<file path="src/rtl/ssd_capture.sv">
// ssd_capture: watches an active-low multiplexed 4-digit seven-segment bus
// and recovers the hex value shown. A digit is committed only after its
// pattern and digit enable have been steady for STABLE_CYCLES cycles.
module ssd_capture #(
  parameter int unsigned STABLE_CYCLES = 4
) (
  input  logic        clk,
  input  logic        reset,
  input  logic [6:0]  seg_n,
  input  logic [3:0]  an_n,
  output logic [15:0] value,
  output logic [3:0]  digit_valid,
  output logic [3:0]  bad_pattern,
  output logic        commit,
  output logic        frame_done
);

  typedef enum logic [0:0] {
    IDLE  = 1'b0,
    TRACK = 1'b1
  } state_t;

  localparam logic [7:0] STABLE_MAX = 8'(STABLE_CYCLES);
  localparam logic [7:0] STABLE_PRE = 8'(STABLE_CYCLES - 1);

  // Returns {legal, blank, nibble} for an active-low gfedcba pattern.
  function automatic logic [5:0] decode_seg(input logic [6:0] pat_n);
    logic [5:0] res;
    res = 6'h00;
    case (~pat_n)
      7'h3F:   res = {2'b10, 4'h0};
      7'h06:   res = {2'b10, 4'h1};
      7'h5B:   res = {2'b10, 4'h2};
      7'h4F:   res = {2'b10, 4'h3};
      7'h66:   res = {2'b10, 4'h4};
      7'h6D:   res = {2'b10, 4'h5};
      7'h7D:   res = {2'b10, 4'h6};
      7'h07:   res = {2'b10, 4'h7};
      7'h7F:   res = {2'b10, 4'h8};
      7'h6F:   res = {2'b10, 4'h9};
      7'h77:   res = {2'b10, 4'hA};
      7'h7C:   res = {2'b10, 4'hB};
      7'h39:   res = {2'b10, 4'hC};
      7'h5E:   res = {2'b10, 4'hD};
      7'h79:   res = {2'b10, 4'hE};
      7'h71:   res = {2'b10, 4'hF};
      7'h00:   res = {2'b01, 4'h0};
      default: res = {2'b00, 4'h0};
    endcase
    return res;
  endfunction

  logic [6:0] seg_q_r;
  logic [3:0] an_q_r;
  logic       sel_ok_s;
  logic [1:0] idx_s;

  state_t     state_r, state_nxt_s;
  logic [7:0] cnt_r, cnt_nxt_s;
  logic [1:0] cur_idx_r, cur_idx_nxt_s;
  logic [6:0] cur_pat_r, cur_pat_nxt_s;
  logic       commit_nxt_s;

  logic [3:0]  seen_r, seen_nxt_s, seen_or_s;
  logic [15:0] value_nxt_s;
  logic [3:0]  valid_nxt_s, bad_nxt_s;
  logic        frame_nxt_s;
  logic [5:0]  dec_s;

  // Input stage: register the raw bus every cycle; reset loads the idle levels.
  always_ff @(posedge clk) begin
    if (reset) begin
      seg_q_r <= 7'h7F;
      an_q_r  <= 4'hF;
    end else begin
      seg_q_r <= seg_n;
      an_q_r  <= an_n;
    end
  end

  // Digit selection: valid only when exactly one enable is active.
  always_comb begin
    sel_ok_s = 1'b0;
    idx_s    = 2'd0;
    case (an_q_r)
      4'b1110: begin sel_ok_s = 1'b1; idx_s = 2'd0; end
      4'b1101: begin sel_ok_s = 1'b1; idx_s = 2'd1; end
      4'b1011: begin sel_ok_s = 1'b1; idx_s = 2'd2; end
      4'b0111: begin sel_ok_s = 1'b1; idx_s = 2'd3; end
      default: begin sel_ok_s = 1'b0; idx_s = 2'd0; end
    endcase
  end

  // Tracker state register.
  always_ff @(posedge clk) begin
    if (reset) begin
      state_r   <= IDLE;
      cnt_r     <= 8'd0;
      cur_idx_r <= 2'd0;
      cur_pat_r <= 7'h7F;
    end else begin
      state_r   <= state_nxt_s;
      cnt_r     <= cnt_nxt_s;
      cur_idx_r <= cur_idx_nxt_s;
      cur_pat_r <= cur_pat_nxt_s;
    end
  end

  // Tracker next state: restart on any change, commit once when the count reaches the threshold.
  always_comb begin
    state_nxt_s   = state_r;
    cnt_nxt_s     = cnt_r;
    cur_idx_nxt_s = cur_idx_r;
    cur_pat_nxt_s = cur_pat_r;
    commit_nxt_s  = 1'b0;
    case (state_r)
      IDLE: begin
        if (sel_ok_s) begin
          state_nxt_s   = TRACK;
          cur_idx_nxt_s = idx_s;
          cur_pat_nxt_s = seg_q_r;
          cnt_nxt_s     = 8'd1;
        end else begin
          state_nxt_s = IDLE;
          cnt_nxt_s   = 8'd0;
        end
      end
      TRACK: begin
        if (!sel_ok_s) begin
          state_nxt_s = IDLE;
          cnt_nxt_s   = 8'd0;
        end else if ((idx_s != cur_idx_r) || (seg_q_r != cur_pat_r)) begin
          cur_idx_nxt_s = idx_s;
          cur_pat_nxt_s = seg_q_r;
          cnt_nxt_s     = 8'd1;
        end else if (cnt_r < STABLE_MAX) begin
          cnt_nxt_s    = cnt_r + 8'd1;
          commit_nxt_s = (cnt_r == STABLE_PRE);
        end else begin
          cnt_nxt_s = cnt_r;
        end
      end
      default: begin
        state_nxt_s = IDLE;
        cnt_nxt_s   = 8'd0;
      end
    endcase
  end

  // Commit data path: update the selected digit and the frame mask.
  always_comb begin
    dec_s       = decode_seg(cur_pat_r);
    value_nxt_s = value;
    valid_nxt_s = digit_valid;
    bad_nxt_s   = bad_pattern;
    seen_or_s   = seen_r | (4'b0001 << cur_idx_r);
    seen_nxt_s  = seen_r;
    frame_nxt_s = 1'b0;
    if (commit_nxt_s) begin
      value_nxt_s[{cur_idx_r, 2'b00} +: 4] = dec_s[5] ? dec_s[3:0] : 4'h0;
      valid_nxt_s[cur_idx_r]               = dec_s[5];
      bad_nxt_s[cur_idx_r]                 = ~(dec_s[5] | dec_s[4]);
      if (seen_or_s == 4'hF) begin
        frame_nxt_s = 1'b1;
        seen_nxt_s  = 4'h0;
      end else begin
        frame_nxt_s = 1'b0;
        seen_nxt_s  = seen_or_s;
      end
    end else begin
      frame_nxt_s = 1'b0;
    end
  end

  // Output registers: hold between commits, pulses last one cycle.
  always_ff @(posedge clk) begin
    if (reset) begin
      value       <= 16'h0000;
      digit_valid <= 4'h0;
      bad_pattern <= 4'h0;
      commit      <= 1'b0;
      frame_done  <= 1'b0;
      seen_r      <= 4'h0;
    end else begin
      value       <= value_nxt_s;
      digit_valid <= valid_nxt_s;
      bad_pattern <= bad_nxt_s;
      commit      <= commit_nxt_s;
      frame_done  <= frame_nxt_s;
      seen_r      <= seen_nxt_s;
    end
  end

endmodule
</file>
<file path="config.mk">
export PLATFORM = sky130hd
export DESIGN_NAME = ssd_capture
export DESIGN_NICKNAME = d
export VERILOG_FILES = /design/src/rtl/ssd_capture.sv
export SDC_FILE = /design/constraint.sdc
export NUM_CORES = 1
export LEC_CHECK = 0
export ABC_AREA = 1
export ABC_CLOCK_PERIOD_IN_PS = 1850
export BUFFER_PORTS_ARGS = -buffer_cell sky130_fd_sc_hd__buf_2
export CAP_MARGIN = 20
export CORE_ASPECT_RATIO = 0.75
export CORE_MARGIN = 10
export CORE_UTILIZATION = 58
export CTS_CLUSTER_SIZE = 40
export DETAILED_ROUTE_END_ITERATION = 12
export GPL_TIMING_DRIVEN = 0
export PLACE_DENSITY = 0.8
export SKIP_LAST_GASP = 1
export SLEW_MARGIN = 20
export SYNTH_ARGS = -nofsm -noshare
export SYNTH_HDL_FRONTEND = slang
export SYNTH_SLANG_ARGS = --single-unit
</file>
<file path="constraint.sdc">
create_clock -name clk -period 1.85 [get_ports clk]
set_input_delay 0.0925 -clock clk [delete_from_list [all_inputs] [get_ports clk]]
set_output_delay 0.0925 -clock clk [all_outputs]
set_load 0.01 [all_outputs]
</file>
### Word-level counts from Yosys, hierarchy flattened

Cells that the tools add are included.

| operators by class | value |
|---|---|
| $add $sub $neg | 2 |
| $lt $le $gt $ge | 3 |
| eq/ne operators | 28 |
| shift-type cells | 3 |
| muxes and demuxes | 29 |
| bitwise operators | 6 |
| reduce and logical (&&, ||, !) cells | 6 |

Operators with widths:

| operator | number |
|---|---|
| case mux 6 bit (17 select lines) | 1 |
| == test 7 bit (second input constant) | 12 |
| 2-to-1 mux 8 bit | 3 |
| 2-to-1 mux 7 bit | 3 |
| bitwise mux 16 bit | 1 |
| == test 4 bit (second input constant) | 4 |
| case mux 8 bit (2 select lines) | 1 |
| variable shift 4 x 6 -> 16 bit (first input constant) | 1 |
| indexed part select 4 x 6 -> 16 bit | 1 |
| == test 7 x 3 -> 1 bit (second input constant) | 2 |
| == test 7 x 6 -> 1 bit (second input constant) | 2 |
| case mux 7 bit (2 select lines) | 1 |
| 2-to-1 mux 1 bit | 9 |
| adder 8 x 1 -> 8 bit (second input constant) | 1 |
| bitwise mux 4 bit | 2 |
| == test 8 x 2 -> 1 bit (second input constant) | 1 |
| < comparator 8 x 3 -> 1 bit (second input constant) | 1 |
| 2-to-1 mux 4 bit | 2 |
| logical NOT 7 bit | 1 |
| inequality test 7 bit | 1 |
| NOT 7 bit | 1 |
| 2-to-1 mux 2 bit | 3 |
| negator 4 -> 6 bit | 1 |
| case mux 2 bit (3 select lines) | 1 |
| 18 further kinds | 21 |

| storage, ports and cells | value |
|---|---|
| register bits after elaboration | 59 |
| input port bits | 13 |
| output and inout port bits | 26 |

### Depth between registers and ports, before layout

| logic depth | value |
|---|---|
| word-level depth | 9 |
| mapped depth | 13 |

### Worst setup path before layout

Ideal clock, no wire load.

| timing | value |
|---|---|
| path kind | reg-to-reg |
| start | register cur_idx_r[0] |
| end | register value[4] |
| setup time | 0.070 ns |
| data arrival time | 1.584 ns |
| path slack | 0.196 ns |
| stages on the path, launching flop included | 10 |
| path buffers | 2 |
| cell sequence | dfxtp_1 -> buf_2 -> inv_2 -> ha_1 -> clkbuf_1 -> inv_1 -> nand3_1 -> nor2_1 -> nand3_1 -> a21oi_1 |

| on the way | value |
|---|---|
| cells in the longest elaborated chain, start to end | 5 |
| elaborated cells between the ends (all ways) | 9 |

Ends and longest elaborated chain:

| element | RTL line | RTL |
|---|---|---|
| start: declaration | 60 | `logic [1:0] cur_idx_r, cur_idx_nxt_s;` |
| start signal: assignment | 104 | `cur_idx_r <= cur_idx_nxt_s;` |
| parallel branches: the longest is 5 deep, another holds negator 4 -> 6 bit | -- |  |
| end signal: assignment | 185 | `value <= value_nxt_s;` |
| end: declaration | 11 | `output logic [15:0] value,` |

Parallel ways; which one is timed is not known.
A chain may end at the register's enable or synchronous reset.

### Worst setup path in the final report

| timing | value |
|---|---|
| start | register cur_pat_r[3] |
| end | register value[1] |

| on the way | value |
|---|---|
| cells in the longest elaborated chain, start to end | 6 |
| elaborated cells between the ends (all ways) | 27 |

Ends and longest elaborated chain:

| element | RTL line | RTL |
|---|---|---|
| start: declaration | 61 | `logic [6:0] cur_pat_r, cur_pat_nxt_s;` |
| start signal: assignment | 105 | `cur_pat_r <= cur_pat_nxt_s;` |
| NOT 7 bit | 30 | `case (~pat_n)` |
| == test 7 bit (tied with other cells) | 30 |  |
| case mux 6 bit (17 select lines) | 30 |  |
| 2-to-1 mux 4 bit | 160 | `value_nxt_s[{cur_idx_r, 2'b00} +: 4] = dec_s[5] ? dec_s[3:0] : 4'h0;` |
| indexed part select 4 x 6 -> 16 bit | 160 |  |
| bitwise mux 16 bit | 160 |  |

Several ways; a longest one is shown, not always the timed one.

==> results.py <==
metrics = {
    "sta": {
        "slew_headroom_pct": 64.56,
        "final_hold_viol_count": 0,
        "setup_tns_ps": 0,
        "rsz0062_at_grt": "true",
        "timing.hold.ws_ps": 26.35,
        "max_freq_mhz": 552.2,
        "setup_viol_count_final": 0,
        "finClkSkew_ps": 7.162,
        "period_needed_ps": 1811,
        "finalCritPeriodShare_pct": 97.89,
        "maxSlewViolCount": 0,
        "worstMarginPinSlew_ps": 531.5,
    },
    "global_routing": {
        "grt_pass1_wl_um": 13200,
        "overflow": 0,
        "grt_util_met2_pct": 26.57,
        "busiest_layer": "met2",
        "met3_usage_pct": 7.328,
        "grtUsageMet1_pct": 22.62,
        "antenna_found_initial": 0,
        "grt_usage_pct": 17.71,
        "grt_pass1_vias": 2847,
        "grt_max_degree": 14,
    },
    "place": {
        "place.gp.congestion": 0.9044,
        "hpwlAfterDp_um": 5738,
        "portBuffers": 38,
    },
    "power": {
        "p_leak_uw": 0.001932,
        "peakVddDrop_mv": 0.5855,
        "power_density_nw_per_um2": 735.0,
    },
    "worst_setup_path": {
        "cp-start-kind": "register",
        "crit_type": "reg -> reg",
        "path_cells": "inv_2 -> nand2_1 -> nand2_1 -> nor2_1 -> nand2_1 -> nor2_2 -> nand4_4 -> nor2_8 -> buf_6 -> nand3_1 -> a21oi_2",
        "crit_path_end_kind": "register",
        "slowest_stage": "dfxtp_4",
        "required_ps": 2130,
        "arrival_ps": 2090,
        "crit_top_cell": "nand2_1",
        "max_stage_delay_ps": 380,
        "cp_max_fo": 10,
    },
    "clocking": {
        "clk_latency_ps": 350,
        "cts_tree": "yes",
        "cts_num_sinks": 59,
        "cts_buffers": 9,
        "clockBufferDepth": 2,
        "root_buffer": "clkbuf_8",
        "clk_pin_slew_worst_paths_ps": 70,
        "cts_max_level": 3,
    },
    "min_path": {
        "min_path_type": "in -> reg",
    },
    "synth": {
        "synth_nets": 488,
        "synthDistinctLibCells": 33,
        "ys_seq_elements": 59,
        "seq_area_frac_synth_pct": 36.88,
        "syn-cell-area_um2": 3203,
        "synth_warnings": 0,
        "syn_area_per_cell_um2": 6.874,
        "netlist_instances": 466,
    },
    "cells_and_area": {
        "multi_input_area_um2": 1833,
        "seqCellArea_um2": 1209,
        "drive_gt1_share_pct": 27.83,
        "mostFrequentLayoutCells": "113 x nand2_1, 64 x nor2_1, 47 x nand3_1, 47 x dfxtp_1, 41 x buf_2",
        "antennaDiodeCount": 0,
        "nFillCells": 436,
        "nets": 556,
        "final_common_cell": "nand2_1",
        "syn_to_final_growth_pct": 24.02,
    },
    "floorplanning": {
        "rows": 23,
        "start_util_pct": 59.84,
        "io_pins": 39,
        "die-area_um2": 8926,
        "design.core.area_um2": 5353,
        "dieWidth_um": 105.8,
        "die_h_um": 84.36,
    },
    "route": {
        "drtPass1Iterations": 4,
        "ant_nets": 0,
        "vias": 3202,
        "drc_errors": 0,
        "avgViaCountPerCell": 5.215,
        "wl_per_cell_um": 13.01,
        "wirelength_um": 7990,
        "drtIter0Drc": 265,
    },
    "status": {
        "outcome": "finished, final reports clean",
    },
    "flow_run": {
        "maxCapViolations": 0,
    },
}
-- sequential cells by signal (all words and copies together), names as in the netlist --
register     flops
bad_pattern      4
frame_done       1
value           16
commit           1
seg_q_r          7
seen_r           4
cnt_r            8
cur_idx_r        2
an_q_r           4
cur_pat_r        7
state_r          1
digit_valid      4
-- Yosys cell counts --
library cell / count / area share (%)
buf_6: 3 / 1.1
and3_2: 1 / 0.23
nor2_4: 3 / 1.1
o211ai_1: 7 / 1.6
nor3_4: 1 / 0.51
xnor2_1: 1 / 0.27
nand2_2: 8 / 1.6
nand3b_1: 1 / 0.23
nor4_1: 1 / 0.20
nand3_2: 1 / 0.31
inv_1: 37 / 4.3
nand4_4: 2 / 1.3
nor2_8: 2 / 1.3
nand3_4: 1 / 0.55
dlygate4sd3_1: 1 / 0.31
or2_2: 11 / 2.1
nand3_1: 51 / 8.0
nor2_2: 3 / 0.59
nand4_1: 11 / 2.1
nand2_1: 118 / 14
o21ai_0: 3 / 0.47
a22oi_1: 1 / 0.23
a21oi_1: 37 / 5.8
clkinv_1: 2 / 0.23
buf_2: 3 / 0.47
dfxtp_1: 59 / 37
ha_1: 9 / 3.5
buf_4: 1 / 0.23
inv_2: 9 / 1.1
nor3_1: 4 / 0.63
clkbuf_1: 3 / 0.35
nor2_1: 70 / 8.2
clkbuf_8: 1 / 0.43
-- metal layers --
layer / part of all wire (%) / vias up
met5: 0 / -
met4: 1.3 / 0
met3: 8.9 / 13
met2: 44 / 124
met1: 46 / 1423
li1: - / 1642
-- report_power, final --
part | leakage [uW] | total, uW | switching, uW | internal (uW)
clock network | 0.0000884 | 1060 | 510 | 553
registers | 0.000480 | 1370 | 55.4 | 1310
logic | 0.00136 | 488 | 318 | 170
-- path summary, 6_finish.rpt --
kind	startpoint	to	slack, ps	depth (start not counted)
setup / recovery	cur_pat_r[3]$_SDFFE_PP1P_	value[1]$_SDFFE_PP0P_	40	11
hold / removal	reset	state_r$_SDFF_PP0_	30	2
setup reg to reg	cur_pat_r[3]$_SDFFE_PP1P_	value[1]$_SDFFE_PP0P_	40	11
hold reg to reg	cnt_r[6]$_SDFFE_PP0P_	cnt_r[6]$_SDFFE_PP0P_	440	2
-- cells by family after synthesis --
| group | share of synthesized area (%) |
|---|---|
| adders and majority gates | 3.516 |
| DFF | 36.87 |
| buffers and inverters | 8.476 |
| xor gates and xnor gates | 0.2735 |
| and+or+nand+nor | 42.73 |
| AOI/OAI and AO/OA | 8.125 |
-- final cells by class --
cell class                 count  share of cell area [%]
buffer                        11                   2.362
multi-input combinational    347                   46.14
tap                           75                   2.362
timing repair buffer          58                   9.512
inverter                      48                   4.661
clock inverter                 4                  0.6299
sequential                    59                   30.43
clock buffer                  12                   3.906
-- metrics by stage --
step           setup slack, ps  utilization (%)  instances  instance area, um^2  total power, uW
6_report                 39.09            74.22        614                 3973             2920
3_3_place_gp            -109.9            65.15        579                 3487             1798
5_1_grt                 -96.14            74.22        614                 3973             3072
2_1_floorplan            196.0                -        466                 3203             1711
3_5_place_dp            -165.3            65.15        579                 3487             1810
4_1_cts                  2.038            71.18        608                 3810             2887
-- critical path: cells and delay by family (launching register included) --
kind            cells  cell delay [ps]
simple gates        8             1020
buf+inv             2              210
flops               1              380
compound gates      1              140
-- repair_timing --
item                                   in CTS  in global routing
buffers inserted                            3                  5
endpoints found under the hold margin      11                  0
pin swaps                                   2                 13
cloned                                      0                  1
resized for setup                           3                 49
setup endpoints to repair                  28                 43
hold buffers                               11                  0
Note: power is estimated with default switching activity, not from simulation.
